==> config.mk <==
export PLATFORM = sky130hd
export DESIGN_NAME = vga_frame_reader
export DESIGN_NICKNAME = d
export VERILOG_FILES = /design/src/rtl/vga_frame_reader.sv
export SDC_FILE = /design/constraint.sdc
export NUM_CORES = 1
export LEC_CHECK = 0
export CORE_MARGIN = 4
export CORE_UTILIZATION = 23
export DETAILED_ROUTE_END_ITERATION = 10
export MAX_ROUTING_LAYER = met4
export PLACE_DENSITY = 0.53
export SLEW_MARGIN = 10
export SYNTH_ARGS = -nofsm -noshare
export SYNTH_HDL_FRONTEND = slang
export SYNTH_SLANG_ARGS = --single-unit
==> constraint.sdc <==
create_clock -name clk_clk -period 2.6 [get_ports clk_clk]
set_input_delay 0.65 -clock clk_clk [delete_from_list [all_inputs] [get_ports clk_clk]]
set_output_delay 0.65 -clock clk_clk [all_outputs]
set_load 0.02 [all_outputs]
==> src/rtl/vga_frame_reader.sv <==
// Read side of the composer pixel FIFO: pops show-ahead RGB pixels, scans them out
// with VGA timing, issues the per-frame request and recovers from FIFO underflow.
module vga_frame_reader #(
   parameter int H_ACTIVE = 640,
   parameter int H_FP     = 16,
   parameter int H_SYNC   = 96,
   parameter int H_BP     = 48,
   parameter int V_ACTIVE = 480,
   parameter int V_FP     = 10,
   parameter int V_SYNC   = 2,
   parameter int V_BP     = 33,
   parameter int SYNC_POL = 0
) (
   input  logic        clk_clk,
   input  logic        reset_reset,
   input  logic [23:0] fifo_q,
   input  logic        fifo_rdempty,
   output logic        fifo_rdreq,
   output logic        fifo_aclr,
   output logic        frame_req,
   output logic [7:0]  vga_r,
   output logic [7:0]  vga_g,
   output logic [7:0]  vga_b,
   output logic        vga_hs,
   output logic        vga_vs,
   output logic        vga_blank_n,
   output logic        vga_sync_n,
   output logic        underflow,
   output logic [15:0] underflow_cnt
);

   localparam int H_TOTAL = H_ACTIVE + H_FP + H_SYNC + H_BP;
   localparam int V_TOTAL = V_ACTIVE + V_FP + V_SYNC + V_BP;
   localparam int HW      = $clog2(H_TOTAL);
   localparam int VW      = $clog2(V_TOTAL);

   localparam logic [HW-1:0] H_LAST      = HW'(H_TOTAL - 1);
   localparam logic [HW-1:0] H_ACT_W     = HW'(H_ACTIVE);
   localparam logic [HW-1:0] H_SYNC_BEG  = HW'(H_ACTIVE + H_FP);
   localparam logic [HW-1:0] H_SYNC_END  = HW'(H_ACTIVE + H_FP + H_SYNC);
   localparam logic [VW-1:0] V_LAST      = VW'(V_TOTAL - 1);
   localparam logic [VW-1:0] V_ACT_W     = VW'(V_ACTIVE);
   localparam logic [VW-1:0] V_SYNC_BEG  = VW'(V_ACTIVE + V_FP);
   localparam logic [VW-1:0] V_SYNC_END  = VW'(V_ACTIVE + V_FP + V_SYNC);
   localparam logic          SYNC_LVL    = 1'(SYNC_POL);

   typedef enum logic [1:0] {
      S_IDLE,
      S_STREAM,
      S_DRAIN
   } state_t;

   state_t        r_state;
   logic [HW-1:0] r_h_cnt;
   logic [VW-1:0] r_v_cnt;
   logic [23:0]   r_rgb;
   logic          r_hs;
   logic          r_vs;
   logic          r_blank_n;
   logic          r_underflow;
   logic [15:0]   r_underflow_cnt;

   logic          w_h_wrap;
   logic          w_active;
   logic          w_hs_on;
   logic          w_vs_on;
   logic          w_frame_start;
   logic          w_vblank_start;
   logic          w_arm;
   logic          w_pop;
   logic [7:0]    w_chan [3];

   assign w_h_wrap       = (r_h_cnt == H_LAST);
   assign w_active       = (r_h_cnt < H_ACT_W) && (r_v_cnt < V_ACT_W);
   assign w_hs_on        = (r_h_cnt >= H_SYNC_BEG) && (r_h_cnt < H_SYNC_END);
   assign w_vs_on        = (r_v_cnt >= V_SYNC_BEG) && (r_v_cnt < V_SYNC_END);
   assign w_frame_start  = (r_h_cnt == '0) && (r_v_cnt == '0);
   assign w_vblank_start = (r_h_cnt == '0) && (r_v_cnt == V_ACT_W);

   // Arming at the frame origin also pops that first pixel, so a streamed frame
   // always starts at pixel (0,0) and carries its full complement of pixels.
   assign w_arm = (r_state == S_IDLE) && w_frame_start && !fifo_rdempty;
   assign w_pop = !reset_reset && w_active && !fifo_rdempty &&
                  ((r_state == S_STREAM) || w_arm);

   assign fifo_rdreq = w_pop;
   assign frame_req  = w_vblank_start;
   assign fifo_aclr  = (r_state == S_DRAIN) && w_vblank_start;

   always_ff @(posedge clk_clk or posedge reset_reset) begin
      if (reset_reset) begin
         r_h_cnt <= '0;
         r_v_cnt <= '0;
      end else begin
         if (w_h_wrap) begin
            r_h_cnt <= '0;
            r_v_cnt <= (r_v_cnt == V_LAST) ? '0 : r_v_cnt + 1'b1;
         end else begin
            r_h_cnt <= r_h_cnt + 1'b1;
         end
      end
   end

   always_ff @(posedge clk_clk or posedge reset_reset) begin
      if (reset_reset) begin
         r_state         <= S_IDLE;
         r_underflow     <= 1'b0;
         r_underflow_cnt <= '0;
      end else begin
         case (r_state)
            S_IDLE: begin
               if (w_arm) begin
                  r_state <= S_STREAM;
               end
            end
            S_STREAM: begin
               if (w_active && fifo_rdempty) begin
                  r_state     <= S_DRAIN;
                  r_underflow <= 1'b1;
                  if (r_underflow_cnt != 16'hFFFF) begin
                     r_underflow_cnt <= r_underflow_cnt + 16'd1;
                  end
               end
            end
            S_DRAIN: begin
               if (w_vblank_start) begin
                  r_state <= S_IDLE;
               end
            end
            default: r_state <= S_IDLE;
         endcase
      end
   end

   // Pixel, syncs and blank all come from the same cycle's decode.
   always_ff @(posedge clk_clk or posedge reset_reset) begin
      if (reset_reset) begin
         r_rgb     <= '0;
         r_hs      <= ~SYNC_LVL;
         r_vs      <= ~SYNC_LVL;
         r_blank_n <= 1'b0;
      end else begin
         r_rgb     <= w_pop ? fifo_q : 24'd0;
         r_hs      <= w_hs_on ? SYNC_LVL : ~SYNC_LVL;
         r_vs      <= w_vs_on ? SYNC_LVL : ~SYNC_LVL;
         r_blank_n <= w_active;
      end
   end

   for (genvar gi = 0; gi < 3; gi++) begin : g_chan
      assign w_chan[gi] = r_rgb[gi*8 +: 8];
   end

   assign vga_b         = w_chan[0];
   assign vga_g         = w_chan[1];
   assign vga_r         = w_chan[2];
   assign vga_hs        = r_hs;
   assign vga_vs        = r_vs;
   assign vga_blank_n   = r_blank_n;
   assign vga_sync_n    = 1'b0;
   assign underflow     = r_underflow;
   assign underflow_cnt = r_underflow_cnt;

endmodule

# Word-level counts from Yosys, hierarchy flattened
# Cells that the tools add are included.
[classes]
n_addsub = 3
n_lt_le_gt_ge = 6
eq_ne = 9
mux = 9
n_reduce_logical = 21
[ops]
columns = ["op", "count"]
rows = [
  ["2-to-1 mux 24 bit", 1],
  ["adder 10 x 1 -> 10 bit (second input constant)", 2],
  ["equality test 10 bit (second input constant)", 2],
  ["logical NOT 10 bit", 2],
  ["< comparator 10 bit (second input constant)", 2],
  ["< comparator 10 x 9 -> 1 bit (second input constant)", 2],
  ["2-to-1 mux 10 bit", 2],
  ["adder 16 x 1 -> 16 bit (second input constant)", 1],
  ["!= test 16 bit (second input constant)", 1],
  ["logical AND 1 bit", 12],
  ["equality test 10 x 9 -> 1 bit (second input constant)", 1],
  [">= comparator 10 bit (second input constant)", 1],
  [">= comparator 10 x 9 -> 1 bit (second input constant)", 1],
  ["2-to-1 mux 2 bit", 3],
  ["case mux 2 bit (3 select lines)", 1],
  ["AND reduction 3 bit", 2],
  ["!= test 2 bit (second input constant)", 2],
  ["equality test 2 x 1 -> 1 bit (second input constant)", 1],
  ["equality test 2 bit (second input constant)", 1],
  ["logical NOT 1 bit", 2],
  ["logical NOT 2 bit", 1],
  ["2-to-1 mux 1 bit", 2],
  ["!= test 2 x 1 -> 1 bit (second input constant)", 1],
  ["AND reduction 2 bit", 1],
  ["logical OR 1 bit", 1],
]
[totals]
regBits = 66
in_bits = 27
output_inout_bits = 48
wordCells = 57

# Depth between registers and ports, before layout
# Gate-level depths: netlist of run 1.
[logic_depth]
depth_word = 7
mapped_depth = 8
ltp_nobuf = 7

# Least setup slack after synthesis of run 1
# OpenSTA, ideal clock, no wires.
[synth_path]
path_kind = "register -> output"
startpoint = "register r_h_cnt[0]"
endpoint = "output fifo_rdreq"
arrival_time_ps = 1769
t_required_ps = 1950
path_slack_ps = 181
path_stages_with_launch = 7
path_buffers = 0
path_cell_list = "dfrtp_1 inv_1 ha_1 nor4b_1 and4_1 a41oi_4 nor3b_1"
[synth_via]
elab_chain_len = 6
elab_cells_between_ends = 10
cone_classes = "order compare (1); reduce/logical (9)"
[synth_lines]
columns = ["element", "line", "rtl"]
rows = [
  ["start, declared", "54", "logic [HW-1:0] r_h_cnt;"],
  ["start signal, assigned", "99", "r_h_cnt <= r_h_cnt + 1'b1;"],
  ["branches (longest 5 deep; another with < comparator 10 bit)", "-", ""],
  ["logical AND 1 bit *", "83", "assign w_pop = !reset_reset && w_active && !fifo_rdempty &&"],
  ["end, declared", "18", "output logic fifo_rdreq,"],
]
# Every way passes the cells marked *.

# Worst setup path after layout of run 1
# Ends and elaborated chain as after synthesis.

==> metrics, run 1 <==
Ant. Diodes=0; most common cell in the netlist=dfrtp_1; status=finished, final reports clean; Reg area=1650 um2; core area=13,300 um2; Final nets=422; largest net degree at the start of global routing=39; Synth Net Count=319; CP Launch Type=register; I/O Buffers=73; library cells used by synthesis=44; CP delay by family, top=simple AND/OR/NAND/NOR gates; Mapped Area=3120 um2; critical-path cell list=inv_1 -> ha_1 -> nor4b_2 -> and4_4 -> a41oi_4 -> nor3b_2 -> buf_4; # DRC=0; vias in the first global route=2,624; clk_lat worst skew=0.33 ns; Setup crit end kind=output port; clk sink count=66; global-route wire length before repair=13,200 um; GRT Total Usage=0.106; area of the multi-input gates=1340 um2; Die Y=125 um; Slew @ Worst Pin=0.579 ns; asr flop ratio synth=1.00; Final Setup Violations=0; Met3 Wirelength=349 um; WL met1=3360 um; register area share after synthesis=0.529; top_reg_cell synth=dfrtp_1; WP buf/inv=2; Worst slew margin=0.611; filler instances=1,303; routed wl met2=3670 um; Hold Crit Depth=1; Slew Viols, Final=0; Top Layer Used=met4; number of enable flip-flop cells after synthesis=0; worst hold margin=0.490 ns; via count=2,499; Total Wirelength=7570 um; gp weighted congestion=0.808; initial antenna violation count=0; Ys Warns=0; clock buffer depth=2; number of cells on the critical path=7; Req. time, crit path=1.95 ns; postcts setup bufs=0; Horiz. Die Dim=125 um; CTS tree=done; cells after synthesis=287; max incr delay on CP=0.37 ns; largest cells by area after synthesis=dfrtp_1 51%, nor3_1 4.5%, xor2_1 4.5%; drt wl/cell=13.3 um; Max Clk Rate=0.408 GHz; Clock Tree Root=clkbuf_16; PwrDens=516 nW/um2; vias per cell=4.38; Hold Vio Cnt, Final=0; MaxCap Viol Count=0; Initial Utilization=0.235; RSZ-0062 raised after global routing=no; share of the synthesized area in the top cell type=0.513; first-pass detailed-route iteration total=4; 1st-iter DRT viols=141; average size of a mapped cell=10.9 um2; Finished Core Util=0.342; area grow syn2layout=45.4%; CP Max Fanout=2; skew final=0.0120 ns; commonest cells in the netlist=64 x dfrtp_1, 35 x nand2_1, 28 x nor3_1; Num CTS Buffers=9; Hold/Removal Path Class=register to register; Static Leak=1.97 nW; Peak VDD IR=0.278 mV; share of cells above drive strength 1=0.195; flops & latches, synth=66; I/O pin cnt=75; final worst-path cycle share=0.943; row cnt=42; Slowest-stage cell, CP=dfrtp_1; Hold-fix buffers, CTS=0; placed cell count=555; CTS HTree Levels=3; min cycle time layout=2.45 ns; Yosys top cell by area=dfrtp_1; DIE AREA=15,500 um2; Clock transition at path regs=0.05 ns; antenna viol nets, final=0; WP data arrival=1.80 ns; post-DP HPWL=5610 um; FF-to-FF path depth=6; CP Class=register to output port; Post-Layout Cell Count=570; GRT overflow=0
-- flip-flops by register name, summed over array words and instances, names as in the netlist --
signal / count
vga_blank_n: 1
vga_hs: 1
r_v_cnt: 10
underflow: 1
underflow_cnt: 16
vga_vs: 1
r_state: 2
r_h_cnt: 10
r_rgb: 24
-- area by class of cell --
| cell class | count | area share |
|---|---|---|
| multi-input cells | 195 | 0.294 |
| clock buffers | 13 | 0.0595 |
| repair buffers | 107 | 0.217 |
| well taps | 176 | 0.0485 |
| inverters | 11 | 0.00909 |
| clock inverters | 2 | 0.00771 |
| flip-flops and latches | 66 | 0.364 |
-- final timing paths --
check                                        startpoint                            to  slack, ns
max                                r_h_cnt[0]$_DFF_PP0_                    fifo_rdreq       0.15
min                               underflow$_DFFE_PP0P_         underflow$_DFFE_PP0P_       0.49
max reg2reg                underflow_cnt[0]$_DFFE_PP0P_  underflow_cnt[3]$_DFFE_PP0P_       0.70
min reg2reg                       underflow$_DFFE_PP0P_         underflow$_DFFE_PP0P_       0.49
max in group asynchronous                   reset_reset              vga_hs$_DFF_PP1_       1.38
min in group asynchronous                   reset_reset           r_rgb[16]$_DFF_PP0_       0.64
-- kinds of logic after synthesis --
kind of cell / count (synthesis) / share of synthesized area
buffers and inverters: 26 / 0.0473
XOR/XNOR: 25 / 0.0701
multiplexers: 1 / 0.00360
flip-flops: 66 / 0.529
other: 1 / 0.00120
AO/OA/AOI/OAI: 20 / 0.0445
adder cells (fa/ha/maj): 5 / 0.0200
AND/OR/NAND/NOR: 143 / 0.284
-- routing by layer --
| metal | vias up | GRT usage |
|---|---|---|
| met5 | - | - |
| met1 | 1215 | 0.133 |
| met4 | 0 | 0.0471 |
| li1 | 1214 | - |
| met3 | 15 | 0.0274 |
| met2 | 55 | 0.161 |
-- metrics by stage --
stage / total power [mW] / TNS (ns) / setup slack, ns / instance area (um2)
after detailed placement: 1.13 / -0.408 / -0.394 / 4240
after global routing: 2.43 / 0 / 0.0158 / 4540
after CTS: 2.38 / 0 / 0.0530 / 4550
after global placement: 1.13 / -0.389 / -0.345 / 4240
after floorplan: 1.08 / 0 / 0.181 / 3120
final: 2.34 / 0 / 0.148 / 4540
-- cell usage in the layout (no fill, tap or decap), types with 2 or more instances in the layout --
cell type        synthesis  final
xor2_1                  16     16
dfrtp_1                 64     64
nand2b_1                 3      3
a31oi_1                  2      2
nand2_1                 35     35
clkbuf_16                0      9
nor4_4                   4      4
buf_4                    1     34
nor3_1                  28     28
dfstp_2                  2      2
nor4_1                   4      4
a21oi_1                  2      2
xnor2_1                  9      9
nand4_1                 10     10
nand3_1                 14     14
nor3_2                   7      7
and3_1                   7      7
inv_1                   11     10
and4_1                   6      5
o21ai_0                 11     11
ha_1                     5      5
nor2b_1                  2      2
nor3b_2                  1      2
clkdlybuf4s50_1          0     70
clkbuf_8                 0      3
nor2_1                  11     11
-- where the power goes --
part | switching (mW) | internal (mW)
combinational | 0.0384 | 0.0443
clock | 0.418 | 0.813
sequential | 0 | 1.03
-- timing repair --
action | in CTS | in global routing
pin swaps | 1 | 1
gates cloned | 0 | 0
setup endpoints to repair | 3 | 3
gates resized for setup | 13 | 3
No activity file was read; power rests on OpenSTA's default activity.
==> run 2: changes to the inputs <==
PLACE_DENSITY = unset   (was 0.53)
==> run 2 against run 1 <==
Core utilization down 0.31 points. Worst setup slack worse by 0.048 ns. Clock skew down 0.0051 ns. Die area unchanged. First-iteration DRC count up 29%. Hold slack worse by 0.017 ns. Sequential share of layout area up 0.33 points. Wire length up 1.3%. Cell count unchanged. Combinational power up 3.9%. Non-clock buffer count down 1. Largest cell class unchanged. Largest power group unchanged.
==> metrics, run 2 (synthesis gave the netlist of run 1 again) <==
status=finished, final reports clean (unchanged); Max Clk Rate=0.400 GHz (was 0.408 GHz); Static Leak=1.95 nW (was 1.97 nW); WP data arrival=1.85 ns (was 1.80 ns); Die Y=125 um (unchanged); I/O pin cnt=75 (unchanged); CTS HTree Levels=3 (unchanged); Power Total=2.22 mW (was 2.34 mW); drt wl/cell=13.5 um (was 13.3 um); DIE AREA=15,500 um2 (unchanged); area grow syn2layout=44.1% (was 45.4%); CP Launch Type=input port (was register); share of cells above drive strength 1=0.185 (was 0.195); Clock transition at path regs=0.05 ns (about the same); vias in the first global route=2,566 (was 2,624); Hold Vio Cnt, Final=0 (unchanged); Hold-fix buffers, CTS=0 (unchanged); initial antenna violation count=0 (unchanged); # DRC=0 (unchanged); clk_lat worst skew=0.32 ns (was 0.33 ns); post-DP HPWL=5680 um (was 5610 um); final std cell area, no fill=4500 um2 (was 4540 um2); clk sink count=66 (unchanged); GRT Total Usage=0.106 (about the same); Hold/Removal Path Class=register to register (unchanged); Num CTS Buffers=9 (unchanged); Setup crit end kind=output port (unchanged); core area=13,300 um2 (unchanged); global-route wire length before repair=13,000 um (was 13,200 um); Worst slew margin=0.628 (was 0.611); min cycle time layout=2.50 ns (was 2.45 ns); Ant. Diodes=0 (unchanged); PwrDens=494 nW/um2 (was 516 nW/um2); clock buffer depth=2 (unchanged); Area after DPL=4230 um2 (was 4240 um2); Req. time, crit path=1.95 ns (about the same); Clock Tree Root=clkbuf_16 (unchanged); most frequent cells in the layout=70 x clkdlybuf4s50_1, 64 x dfrtp_1, 35 x nand2_1 (unchanged); Final Setup Violations=0 (unchanged); commonest non-fill, non-tap cell in the layout=clkdlybuf4s50_1 (unchanged); Sum Neg Setup Slack=0 ns (unchanged); Slew @ Worst Pin=0.558 ns (was 0.579 ns); 1st-iter DRT viols=182 (was 141); Total Wirelength=7670 um (was 7570 um); first-pass detailed-route iteration total=6 (was 4); via count=2,516 (was 2,499); GRT overflow=0 (unchanged); CTS tree=done (unchanged); Largest register FFs=24 (unchanged); Final nets=421 (was 422); vias per cell=4.41 (was 4.38); I/O Buffers=73 (unchanged); CP Class=input port to output port (was register to output port); gp weighted congestion=0.771 (was 0.808); Slew Viols, Final=0 (unchanged); final worst-path cycle share=0.961 (was 0.943); Horiz. Die Dim=125 um (unchanged); CP Max Fanout=3 (was 2); Largest Register=r_rgb (unchanged); Peak VDD IR=0.310 mV (was 0.278 mV); skew final=0.00690 ns (was 0.0120 ns); RSZ-0062 raised after global routing=no (unchanged); largest net degree at the start of global routing=27 (was 39); MaxCap Viol Count=0 (unchanged); Initial Utilization=0.235 (unchanged); row cnt=42 (unchanged); antenna viol nets, final=0 (unchanged)
run 2: cell types whose count changed in the layout (fill, tap and decap cells not counted):
cell and delta:
clkbuf_1 +4, buf_2 +1, bufinv_16 -1, clkbuf_2 -1, clkinv_2 -1, buf_4 -1, clkbuf_8 -1
run 2: worst paths after layout:
check	from	to	slack (ns)	cells after the start
worst min-delay path	underflow$_DFFE_PP0P_	underflow$_DFFE_PP0P_	0.47	1
min in group asynchronous	reset_reset	vga_blank_n$_DFF_PP0_	0.77	3
worst max-delay path	fifo_rdempty	fifo_rdreq	0.10	5
worst min register to register	underflow$_DFFE_PP0P_	underflow$_DFFE_PP0P_	0.47	1
worst max register to register	r_h_cnt[0]$_DFF_PP0_	r_h_cnt[9]$_DFF_PP0_	0.57	6
max in group asynchronous	reset_reset	underflow_cnt[14]$_DFFE_PP0P_	1.26	4
run 2: metrics by stage:
stage / std cells / worst slack [ns] / hold WS, ns / util
6_report: 570 / 0.101 / 0.472 / 0.339
5_1_grt: 570 / 0.0192 / 0.511 / 0.339
4_1_cts: 570 / 0.0440 / 0.482 / 0.338
3_5_place_dp: 554 / -0.384 / 0.466 / 0.318
3_3_place_gp: 554 / -0.366 / 0.458 / 0.318
2_1_floorplan: 287 / 0.181 / 0.463 / -
run 2: what timing repair did:
action,4_1_cts,5_1_grt
gates cloned,0,0
resized for setup,16,2
buffers inserted,0,0
pin swaps,1,1
endpoints found under the setup margin,3,3
run 2: metal layers:
layer / part of all wire / GRT usage
met5: 0 / -
met3: 0.045 / 0.0322
met2: 0.48 / 0.166
met4: 0.020 / 0.0426
met1: 0.45 / 0.128
run 2: report_power, final:
part	total (mW)	internal, mW	switching [mW]
sequential	1.03	1.03	0
clock	1.11	0.699	0.408
combinational	0.0859	0.0462	0.0398
total	2.22	1.77	0.448
run 2: worst max-delay path: stages:
cell,delay (ns)
clkdlybuf4s50_1,0.47
nor2_1,0.22
a41oi_4,0.15
nor3b_2,0.18
buf_4,0.17
run 2: area by class of cell:
type / instances / area, um2
well taps: 176 / 220
inverters: 11 / 41.3
clock buffers: 16 / 272
flip-flops and latches: 66 / 1650
repair buffers: 106 / 978
fillers: 1305 / 8790
multi-input cells: 195 / 1340
==> run 3: changes to the inputs <==
CAP_MARGIN = 20   (was unset)
==> results of run 3 <==
Same layout as run 2: the final DEF is identical, and so are final timing and power.
